## src/rtl/mux_arb_pkg.sv

```systemverilog
// Shared types and the circular priority search used by the 4-requester mux arbiter.
package mux_arb_pkg;

  localparam int N_REQ = 4;
  localparam int SEL_W = 2;

  typedef enum logic {IDLE, GRANT} state_e;

  typedef struct packed {
    logic             found;
    logic [SEL_W-1:0] idx;
  } pick_t;

  // Walk from the farthest offset back to 'start' so the nearest set bit wins.
  function automatic pick_t rr_pick(input logic [N_REQ-1:0] req, input logic [SEL_W-1:0] start);
    pick_t            p;
    logic [SEL_W-1:0] c;
    p.found = 1'b0;
    p.idx   = '0;
    for (int n = N_REQ - 1; n >= 0; n--) begin
      c = start + SEL_W'(n);
      if (req[c]) begin
        p.found = 1'b1;
        p.idx   = c;
      end
    end
    return p;
  endfunction

endpackage

```

## src/rtl/mux4x1.sv

```systemverilog
// Combinational 4:1 single-bit multiplexer forming the shared data path.
module mux4x1 (
  input  logic [3:0] i,
  input  logic [1:0] sel,
  output logic       y
);

  assign y = i[sel];

endmodule

```

## src/rtl/mux4x1_arbiter.sv

```systemverilog
// Round-robin owner of a shared 4:1 mux: registered one-hot grant, hold cap of MAX_HOLD
// cycles under contention, and a registered copy of the selected data bit.
module mux4x1_arbiter
  import mux_arb_pkg::*;
#(
  parameter int MAX_HOLD = 8
) (
  input  logic       clk,
  input  logic       rst,
  input  logic [3:0] req,
  input  logic [3:0] i,
  output logic [3:0] gnt,
  output logic [1:0] sel,
  output logic       busy,
  output logic       y
);

  localparam int                CNT_W   = $clog2(MAX_HOLD);
  localparam logic [CNT_W-1:0]  CNT_MAX = CNT_W'(MAX_HOLD - 1);

  state_e           state_q, state_d;
  logic [SEL_W-1:0] ptr_q, ptr_d;
  logic [CNT_W-1:0] cnt_q, cnt_d;
  logic [N_REQ-1:0] gnt_q, gnt_d;
  logic [SEL_W-1:0] sel_q, sel_d;
  logic             y_q, y_d;

  logic [N_REQ-1:0] others;
  logic             own_req;
  logic             mux_y;
  pick_t            pick;

  // With no owner, 'others' is just req, so one search covers idle, release and preemption.
  assign others  = req & ~gnt_q;
  assign own_req = |(req & gnt_q);
  assign pick    = rr_pick(others, ptr_q);

  mux4x1 u_mux (
    .i   (i),
    .sel (sel_q),
    .y   (mux_y)
  );

  always_comb begin
    state_d = state_q;
    ptr_d   = ptr_q;
    cnt_d   = cnt_q;
    gnt_d   = gnt_q;
    sel_d   = sel_q;
    y_d     = (|gnt_q) ? mux_y : 1'b0;

    if ((state_q == IDLE && pick.found) ||
        (state_q == GRANT && pick.found && (!own_req || cnt_q == CNT_MAX))) begin
      state_d = GRANT;
      gnt_d   = N_REQ'(1) << pick.idx;
      sel_d   = pick.idx;
      ptr_d   = pick.idx + SEL_W'(1);
      cnt_d   = '0;
    end else if (state_q == GRANT && !own_req) begin
      state_d = IDLE;
      gnt_d   = '0;
      sel_d   = '0;
      cnt_d   = '0;
    end else if (state_q == GRANT && cnt_q != CNT_MAX) begin
      // Saturates for a lone holder so a late competitor is served on the next edge.
      cnt_d = cnt_q + CNT_W'(1);
    end
  end

  always_ff @(posedge clk) begin
    if (rst) begin
      state_q <= IDLE;
      ptr_q   <= '0;
      cnt_q   <= '0;
      gnt_q   <= '0;
      sel_q   <= '0;
      y_q     <= 1'b0;
    end else begin
      state_q <= state_d;
      ptr_q   <= ptr_d;
      cnt_q   <= cnt_d;
      gnt_q   <= gnt_d;
      sel_q   <= sel_d;
      y_q     <= y_d;
    end
  end

  assign gnt  = gnt_q;
  assign sel  = sel_q;
  assign busy = |gnt_q;
  assign y    = y_q;

endmodule

```

## config.mk

```make
export PLATFORM = sky130hd
export DESIGN_NAME = mux4x1_arbiter
export DESIGN_NICKNAME = d
export VERILOG_FILES = /design/src/rtl/mux_arb_pkg.sv /design/src/rtl/mux4x1.sv /design/src/rtl/mux4x1_arbiter.sv
export SDC_FILE = /design/constraint.sdc
export NUM_CORES = 1
export LEC_CHECK = 0
export CORE_MARGIN = 5
export CORE_UTILIZATION = 44
export CTS_CLUSTER_DIAMETER = 120
export DETAILED_ROUTE_END_ITERATION = 16
export PLACE_DENSITY = 0.74
export SKIP_LAST_GASP = 1
export SLEW_MARGIN = 20
export SYNTH_ARGS = -nofsm -noshare
export SYNTH_HDL_FRONTEND = slang
export SYNTH_SLANG_ARGS = --single-unit
```

## constraint.sdc

```tcl
create_clock -name clk -period 1.7 [get_ports clk]
set_clock_uncertainty 0.1 [all_clocks]
set_input_delay 0.425 -clock clk [delete_from_list [all_inputs] [get_ports clk]]
set_output_delay 0.425 -clock clk [all_outputs]
set_load 0.005 [all_outputs]
```

---- Word level (Yosys, flattened, before mapping) ----
Cells that the tools add are included.
word-level totals
  input bits .............................. 10
  flip-flop bits (word level) ............. 13
  logic and storage cells ................. 57
  output and inout port bits .............. 8
cells by class
  multiplexer cells ....................... 20
  equality and inequality tests ........... 2
  add/sub/neg operators ................... 5
  bitwise logic cells ..................... 5
  reductions and logical operators ........ 13
  magnitude comparators ................... 5
  shift operators ......................... 1
operator list
  operator             count
  $lt 2x3->1 const B   5
  $mux 3               4
  $bmux 1 s2           5
  $and 4x4->4          2
  $mux 4               2
  $reduce_or 4->1      2
  $mux 1               7
  $logic_and 1x1->1    5
  $add 2x1->2 const B  2
  $add 2x2->2 const B  2
  $mux 2               2
  $not 4->4            1
  $shl 1x2->4 const A  1
  $add 3x1->3 const B  1
  $eq 3x3->1 const B   1
  $ne 3x3->1 const B   1
  $reduce_or 3->1      1
  $logic_or 1x1->1     2
  $not 1->1            2
  $reduce_bool 2->1    1
  $reduce_or 2->1      1
  $logic_not 1->1      1

---- Logic depth before layout (Yosys ltp) ----
Gate-level depths: netlist (run 1).
  depth after elaboration ................. 12
  depth in mapped cells ................... 7
  gate-level depth less buffers ........... 7

---- Cells and area by module ----
Synthesis (run 1) repeated with hierarchy kept, for this count alone.
second synthesis, totals
  cells, all modules ...................... 88
  area total of the unflattened synthesis .. 803.3 µm²
by module, submodules not included
  module          area each (µm²)  times used  cells each  seq. area each (µm²)
  mux4x1_arbiter  780.7            1           87          260.2
  mux4x1          22.5             1           1           0.0

---- Worst setup path after synthesis (run 1) ----
No wires, ideal clock.
  kind .................................... flip-flop to flip-flop
  start ................................... reg cnt_q[0]
  end ..................................... reg cnt_q[1]
  slack ................................... -0.107 ns
  arrival ................................. 1.628 ns
  data required time ...................... 1.522 ns
  path buffers ............................ 0
  period minus slack after synthesis ...... 1.807 ns
  stages on the path, launching flop included .. 7
  setup time .............................. 0.078 ns
  cell sequence ........................... dfxtp_1 > ha_1 > ha_1 > and2b_1 > a21boi_1 > o21ai_1 > nor3_1
between the ends
  word-level cells in the longest chain between the ends .. 5
  elaborated cells between the ends (all ways) .. 8
  those cells by class .................... 1 x add/sub; 2 x eq/ne; 5 x reduce/logical
ends and longest elaborated chain
  element                           RTL line              text
  from (decl)                       mux4x1_arbiter.sv:23  logic [CNT_W-1:0] cnt_q, cnt_d;
  from (signal assigned)            mux4x1_arbiter.sv:81  cnt_q <= cnt_d;
  $eq 3x3->1                        mux4x1_arbiter.sv:53  (state_q == GRANT && pick.found && (!own_req || cnt_q == CNT_MAX))) begin
  $logic_or 1x1->1                  mux4x1_arbiter.sv:53
  $logic_and 1x1->1                 mux4x1_arbiter.sv:53
  $logic_or 1x1->1                  mux4x1_arbiter.sv:52  if ((state_q == IDLE && pick.found) ||
  $reduce_or 3->1 (no source line)  n/a
Parallel ways exist; a longest one is shown, timed or not.
A chain may end at the register's enable or synchronous reset.

---- Worst setup path after layout (run 1) ----
  start ................................... reg gnt_q[1] (netlist: gnt[1])
  end ..................................... out busy
between the ends
  word-level cells in the longest chain between the ends .. 1
ends and longest elaborated chain
  element                 RTL line              text
  from (decl)             mux4x1_arbiter.sv:24  logic [N_REQ-1:0] gnt_q, gnt_d;
  from (signal assigned)  mux4x1_arbiter.sv:82  gnt_q <= gnt_d;
  $reduce_or 4->1         mux4x1_arbiter.sv:90  assign busy = |gnt_q;
  to (decl)               mux4x1_arbiter.sv:14  output logic busy,
Every way passes these cells.

==> flow_metrics.env, run 1 <==
export IMPL_h_tree_depth=1
export IMPL_maxSlewHeadroom=0.751
export IMPL_layout_drive_gt1_share=0.525
export IMPL_synth_compound_area_share=0.278
export IMPL_overflow=0
export IMPL_clk_path_buf_depth=2
export IMPL_min_period_ps=1830
export IMPL_rsz0062_at_grt="true"
export IMPL_synth_edff_count=0
export IMPL_vias=1027
export IMPL_status="complete, but fails checks"
export IMPL_num_io_pins=18
export IMPL_synthCells=91
export IMPL_port_buffers=17
export IMPL_p_per_area_mw_per_mm2=1290
export IMPL_viasPerCell=6.19
export IMPL_area_growth_pct=79.9
export IMPL_grt_pass1_vias=884
export IMPL_ant_nets=0
export IMPL_final_core_util=0.836
export IMPL_setup_slack_ps=-130
export IMPL_synth_ff_type="dfxtp_1"
export IMPL_max_freq_mhz=547
export IMPL_total_power_w=0.00188
export IMPL_violations="negative setup slack"
export IMPL_gp_congestion=0.854
export IMPL_syn_num_nets=107
export IMPL_wl_per_cell_microns=20.6
export IMPL_grt_util_all_layers=0.202
export IMPL_hold_buffers=0
export IMPL_nets=158
export IMPL_synthAdderAreaFrac=0.0926
export IMPL_drv_slew=0
export IMPL_yosys_cell_types_count=35
export IMPL_crit_path_end_kind="output port"
export IMPL_place_hpwl_mm=1.78
export IMPL_cp_arrival_ps=1300
export IMPL_setup_viol=11
export IMPL_synth_seq_cells=13
export IMPL_cts_buffers=3
export IMPL_final_area_sq_mm=0.00146
export IMPL_drv_cap=0
export IMPL_die_x_microns=52.9
export IMPL_place_area_sq_mm=0.00115
export IMPL_hold_class="flip-flop to flip-flop"
export IMPL_syn_cell_area_sq_um=811
export IMPL_cts_tree="done"
export IMPL_worstMarginPinSlew_ps=372
export IMPL_post_route_period_util=1.08
export IMPL_yosysSeqAreaShare=0.321
export IMPL_synth_top_family_by_area="compound AO/OA/AOI/OAI gates"
export IMPL_drt_iter0_drc=44
export IMPL_wl_mm=3.43
export IMPL_die_y_microns=52.9
export IMPL_rows=15
export IMPL_synth_area_mux_share=0.0370
export IMPL_dieArea_sq_mm=0.00280
export IMPL_clockRootBuffer="clkbuf_4"
export IMPL_async_reset_ff_frac=0
export IMPL_tns_ps=-609
export IMPL_crit_path_start_kind="flip-flop"
export IMPL_path_class="flip-flop to output port"
export IMPL_yosysWarnings=0
export IMPL_drc=0
export IMPL_antenna_found_initial=0
export IMPL_clkTransAtPathRegs_ps=90
export IMPL_syn_area_per_cell_sq_um=8.91
export IMPL_diodes=0
export IMPL_synth_xor_xnor_area_share=0
export IMPL_synth_simple_area_share=0.235
export IMPL_core_sq_mm=0.00175
export IMPL_initial_core_util=0.465
export IMPL_cts_sinks=13
export IMPL_finalHoldViolations=0
export IMPL_grt_pass1_wl_mm=4.07
export IMPL_firstDrtPassIters=4
export IMPL_leakage_nw=0.624
export IMPL_cp_max_fo=2
export IMPL_clk_latency_ps=280
export IMPL_grt_start_max_net_pins=12
export IMPL_ir_drop_mv=0.897
export IMPL_worstPathRequired_ps=1170
==> worst paths after layout <==
path	startpoint	end	slack [ps]	depth (start not counted)
setup reg to reg	cnt_q[0]	cnt_q[2]	-100	7
hold reg to reg	sel[1]	y	370	1
hold / removal	sel[1]	y	370	1
setup / recovery	gnt[1]	busy	-130	2
==> per-layer routing <==
metal	vias to the layer above	global-route usage	share of wire
li1	452	-	-
met1	476	0.234	0.39
met2	70	0.349	0.47
met3	29	0.0592	0.084
met4	0	0.0681	0.058
met5	-	0	0
==> sequential cells by signal, indices dropped and copies added, names as in the netlist <==
register,flops
sel,2
cnt_q,3
y,1
state_q,1
gnt,4
ptr_q,2
==> power by group <==
group | internal [W] | leakage, nW | switching, W
Sequential | 0.000400 | 0.111 | 0.000100
Combinational | 0.000614 | 0.498 | 0.000566
Clock | 0.0000911 | 0.0150 | 0.000113
==> area by class of cell <==
| class | instances | area, sq um |
|---|---|---|
| sequential | 13 | 275 |
| timing repair buffer | 48 | 428 |
| tap | 25 | 31.3 |
| inverter | 4 | 15.0 |
| clock buffer | 4 | 26.3 |
| fill | 123 | 287 |
| multi-input combinational | 72 | 683 |
==> cells by family (layout without fill, tap and decap cells) <==
family	count (synthesis)	in the layout
compound gates	33	33
simple gates	30	30
flops	13	13
fa+ha+maj	6	6
buf+inv	6	56
mux	3	3
==> critical path, cell delays in order (launching register included) <==
cell	delay, ps
dfxtp_2	340
or4_4	550
buf_6	140
==> cell usage in the layout, fill, tap and decap left out, types with 3 or more instances in the layout <==
cell	instances
a21oi_1	5
clkbuf_4	3
o21ai_0	3
nor2b_4	3
a21oi_2	4
dfxtp_1	5
o211ai_1	5
ha_1	3
dfxtp_2	6
buf_4	24
dlygate4sd2_1	6
mux2i_1	3
nand3_1	5
nand2b_1	3
clkdlybuf4s50_1	7
buf_6	8
a211oi_1	3
==> Yosys cell counts (3+ instances only) <==
cell type | instances | area, sq um
inv_1 | 3 | 11.3
o21ai_0 | 3 | 15.0
ha_1 | 6 | 75.1
dfxtp_1 | 13 | 260
o211ai_1 | 5 | 37.5
a211oi_1 | 5 | 37.5
nand3_1 | 7 | 35.0
nor2b_1 | 4 | 25.0
nand2b_1 | 4 | 25.0
a21oi_1 | 8 | 40.0
mux2i_1 | 3 | 30.0
==> stage by stage <==
stage | hold WS (ps) | worst slack [ps] | instances
after detailed placement | 397 | -575 | 151
final | 371 | -130 | 166
after CTS | 372 | -111 | 159
after global routing | 393 | -157 | 166
after global placement | 398 | -518 | 151
after floorplan | 379 | -32.9 | 91
==> what timing repair did <==
action,CTS,global route
pin swaps,2,11
endpoints found under the setup margin,19,15
setup buffers,4,7
gates resized for setup,33,32
Note: power is estimated with default switching activity, not from simulation.
==> run 2: changes to the inputs <==
--- a/config.mk
+++ b/config.mk
@@ -5,11 +5,13 @@
 export SDC_FILE = /design/constraint.sdc
 export NUM_CORES = 1
 export LEC_CHECK = 0
+export ABC_AREA = 1
+export ABC_CLOCK_PERIOD_IN_PS = 1700
 export CORE_MARGIN = 5
 export CORE_UTILIZATION = 44
 export CTS_CLUSTER_DIAMETER = 120
 export DETAILED_ROUTE_END_ITERATION = 16
-export PLACE_DENSITY = 0.74
+export PLACE_DENSITY = 0.73
 export SKIP_LAST_GASP = 1
 export SLEW_MARGIN = 20
 export SYNTH_ARGS = -nofsm -noshare
==> flow_metrics.env, run 2 <==
export IMPL_nFillCells=88
export IMPL_min_period_ps=1960
export IMPL_worstMarginPinSlew_ps=416
export IMPL_cts_buffers=3
export IMPL_total_power_w=0.00307
export IMPL_syn_area_per_cell_sq_um=6.95
export IMPL_drt_iter0_drc=41
export IMPL_ir_drop_mv=1.51
export IMPL_post_route_period_util=1.15
export IMPL_wl_mm=3.33
export IMPL_leakage_nw=0.725
export IMPL_diodes=0
export IMPL_nets=185
export IMPL_port_buffers=17
export IMPL_clk_path_buf_depth=2
export IMPL_finalHoldViolations=0
export IMPL_clk_latency_ps=300
export IMPL_worstPathRequired_ps=1790
export IMPL_antenna_found_initial=0
export IMPL_cts_tree="done"
export IMPL_critPathSlowestCell="dfxtp_4"
export IMPL_dieArea_sq_mm=0.00289
export IMPL_synth_ff_type="dfxtp_1"
export IMPL_worst_path_buf_inv=3
export IMPL_initial_core_util=0.477
export IMPL_die_y_microns=53.7
export IMPL_die_x_microns=53.7
export IMPL_dp_slack_ps=-572
export IMPL_largest_register_ff_count=4
export IMPL_drc=0
export IMPL_layout_drive_gt1_share=0.536
export IMPL_regArea_sq_um=278
export IMPL_rows=15
export IMPL_synth_top_cell_area_share=0.310
export IMPL_vias=1073
export IMPL_grt_start_max_net_pins=12
export IMPL_setup_viol=10
export IMPL_ant_nets=0
export IMPL_viasPerCell=5.56
export IMPL_grt_pass1_wl_mm=3.68
export IMPL_synth_most_common_cell="nand2_1"
export IMPL_syn_cell_area_sq_um=841
export IMPL_crit_path_start_kind="flip-flop"
export IMPL_area_growth_pct=82.3
export IMPL_place_hpwl_mm=1.62
export IMPL_clockRootBuffer="clkbuf_4"
export IMPL_h_tree_depth=1
export IMPL_syn_num_nets=137
export IMPL_synth_largest_area_cell="dfxtp_1"
export IMPL_yosysWarnings=0
export IMPL_setup_slack_ps=-263
export IMPL_synth_common_cells="nand2_1 (36), dfxtp_1 (13), nand3_1 (13), a21oi_1 (8), o21ai_1 (7)"
export IMPL_p_per_area_mw_per_mm2=2010
export IMPL_synth_seq_cells=13
export IMPL_crit_path_end_kind="flip-flop"
export IMPL_final_cell_mix="nand2_1 (21), buf_4 (21), nand2_2 (10)"
export IMPL_drv_slew=0
export IMPL_overflow=0
export IMPL_firstDrtPassIters=4
export IMPL_num_io_pins=18
export IMPL_multiInputGateArea_sq_um=693
export IMPL_gp_congestion=0.796
export IMPL_maxSlewHeadroom=0.722
export IMPL_wl_per_cell_microns=17.3
export IMPL_synth_area_top_cells="dfxtp_1 (31%), nand2_1 (16%), ha_1 (8.9%), nand3_1 (7.7%), a21oi_1 (4.8%)"
export IMPL_async_reset_ff_frac=0
export IMPL_status="complete, but fails checks"
export IMPL_cp_max_fo=5
export IMPL_violations="negative setup slack"
export IMPL_yosys_cell_types_count=24
export IMPL_core_sq_mm=0.00176
export IMPL_cp_arrival_ps=2060
export IMPL_cts_sinks=13
export IMPL_drv_cap=0
export IMPL_crit_chain="buf_12 > clkinv_8 > nand3_2 > nand2_4 > nand2_4 > nand2_1 > nand2_1 > nand2_1 > nand2_1 > nand2_2 > inv_2 > ha_1 > nand3_1 > o21ai_1"
export IMPL_clkTransAtPathRegs_ps=90
export IMPL_hold_class="flip-flop to flip-flop"
export IMPL_grt_pass1_vias=876
export IMPL_yosysSeqAreaShare=0.310
export IMPL_crit_family="simple AND/OR/NAND/NOR gates"
export IMPL_grt_util_all_layers=0.177
export IMPL_final_core_util=0.869
export IMPL_rsz0062_at_grt="true"
export IMPL_path_class="flip-flop to flip-flop"
export IMPL_max_freq_mhz=510
export IMPL_synthCells=121
export IMPL_cp_common_cell="nand2_1"
export IMPL_slowest_delay_ps=370
export IMPL_synth_edff_count=0
export IMPL_tns_ps=-1410
==> run 2: cell count changes after synthesis, sizes merged, moves of 5 or more <==
cell | before | now
nand2 | 1 | 37
o211ai | 5 | 0
nor2 | 2 | 7
nand3 | 7 | 16
inv | 4 | 12
==> run 2: kinds of logic (layout without fill, tap and decap cells) <==
logic type      after synthesis  after routing  share of synthesized area
simple gates                 63             63                      0.354
compound gates               18             18                      0.124
buf+inv                      18             65                     0.0923
flops                        13             13                      0.310
fa+ha+maj                     6              6                     0.0893
xor+xnor                      3              3                     0.0313
==> run 2: layout make-up <==
type / count / share of cell area
multi-input cells: 90 / 0.452
well taps: 25 / 0.0204
clock buffers: 4 / 0.0171
repair buffers: 45 / 0.277
inverters: 16 / 0.0522
flip-flops and latches: 13 / 0.181
==> run 2: timing repair <==
item,in CTS,in global routing
pin swaps,6,21
setup buffers,3,7
cloned,0,1
hold buffers,0,0
resized for setup,25,54
endpoints found under the hold margin,0,0
setup endpoints to repair,18,14
==> run 2: final timing paths <==
check | from | end | slack [ps] | cells after the start
min reg2reg | cnt_q[1] | cnt_q[1] | 370 | 2
max reg2reg | ptr_q[0] | gnt[0] | -260 | 14
min | cnt_q[1] | cnt_q[1] | 370 | 2
max | ptr_q[0] | gnt[0] | -260 | 14
==> run 2: worst min-delay path, delay by kind of cell, from the launching register on <==
| kind | cells | cell delay, ps |
|---|---|---|
| AO/OA/AOI/OAI | 1 | 40 |
| AND/OR/NAND/NOR | 1 | 70 |
| flip-flops | 1 | 320 |
==> run 2: routing by layer <==
| metal | vias to the layer above | share of wire | track usage |
|---|---|---|---|
| li1 | 487 | - | - |
| met1 | 489 | 0.36 | 0.191 |
| met2 | 73 | 0.50 | 0.333 |
| met3 | 24 | 0.072 | 0.0277 |
| met4 | 0 | 0.063 | 0.0766 |
| met5 | - | 0 | 0 |
==> run 2: power breakdown <==
part           switching [W]  internal, W  total, W
sequential          0.000100     0.000412  0.000512
combinational        0.00123      0.00112   0.00235
clock               0.000117    0.0000915  0.000209
total                0.00145      0.00162   0.00307
==> run 2: stage by stage <==
stage | cells | instance area [sq um] | hold WS [ps]
after CTS | 185 | 1240 | 370
after global routing | 193 | 1530 | 402
after floorplan | 121 | 841 | 343
final | 193 | 1530 | 375
after global placement | 178 | 1170 | 352
after detailed placement | 178 | 1170 | 358
==> run 3: changes to the inputs <==
--- a/config.mk
+++ b/config.mk
@@ -9,7 +9,7 @@
 export ABC_CLOCK_PERIOD_IN_PS = 1700
 export CORE_MARGIN = 5
 export CORE_UTILIZATION = 44
-export CTS_CLUSTER_DIAMETER = 120
+export CTS_CLUSTER_DIAMETER = 60
 export DETAILED_ROUTE_END_ITERATION = 16
 export PLACE_DENSITY = 0.73
 export SKIP_LAST_GASP = 1
==> results of run 3 <==
No change in the layout: final DEF, timing and power equal those of run 2.
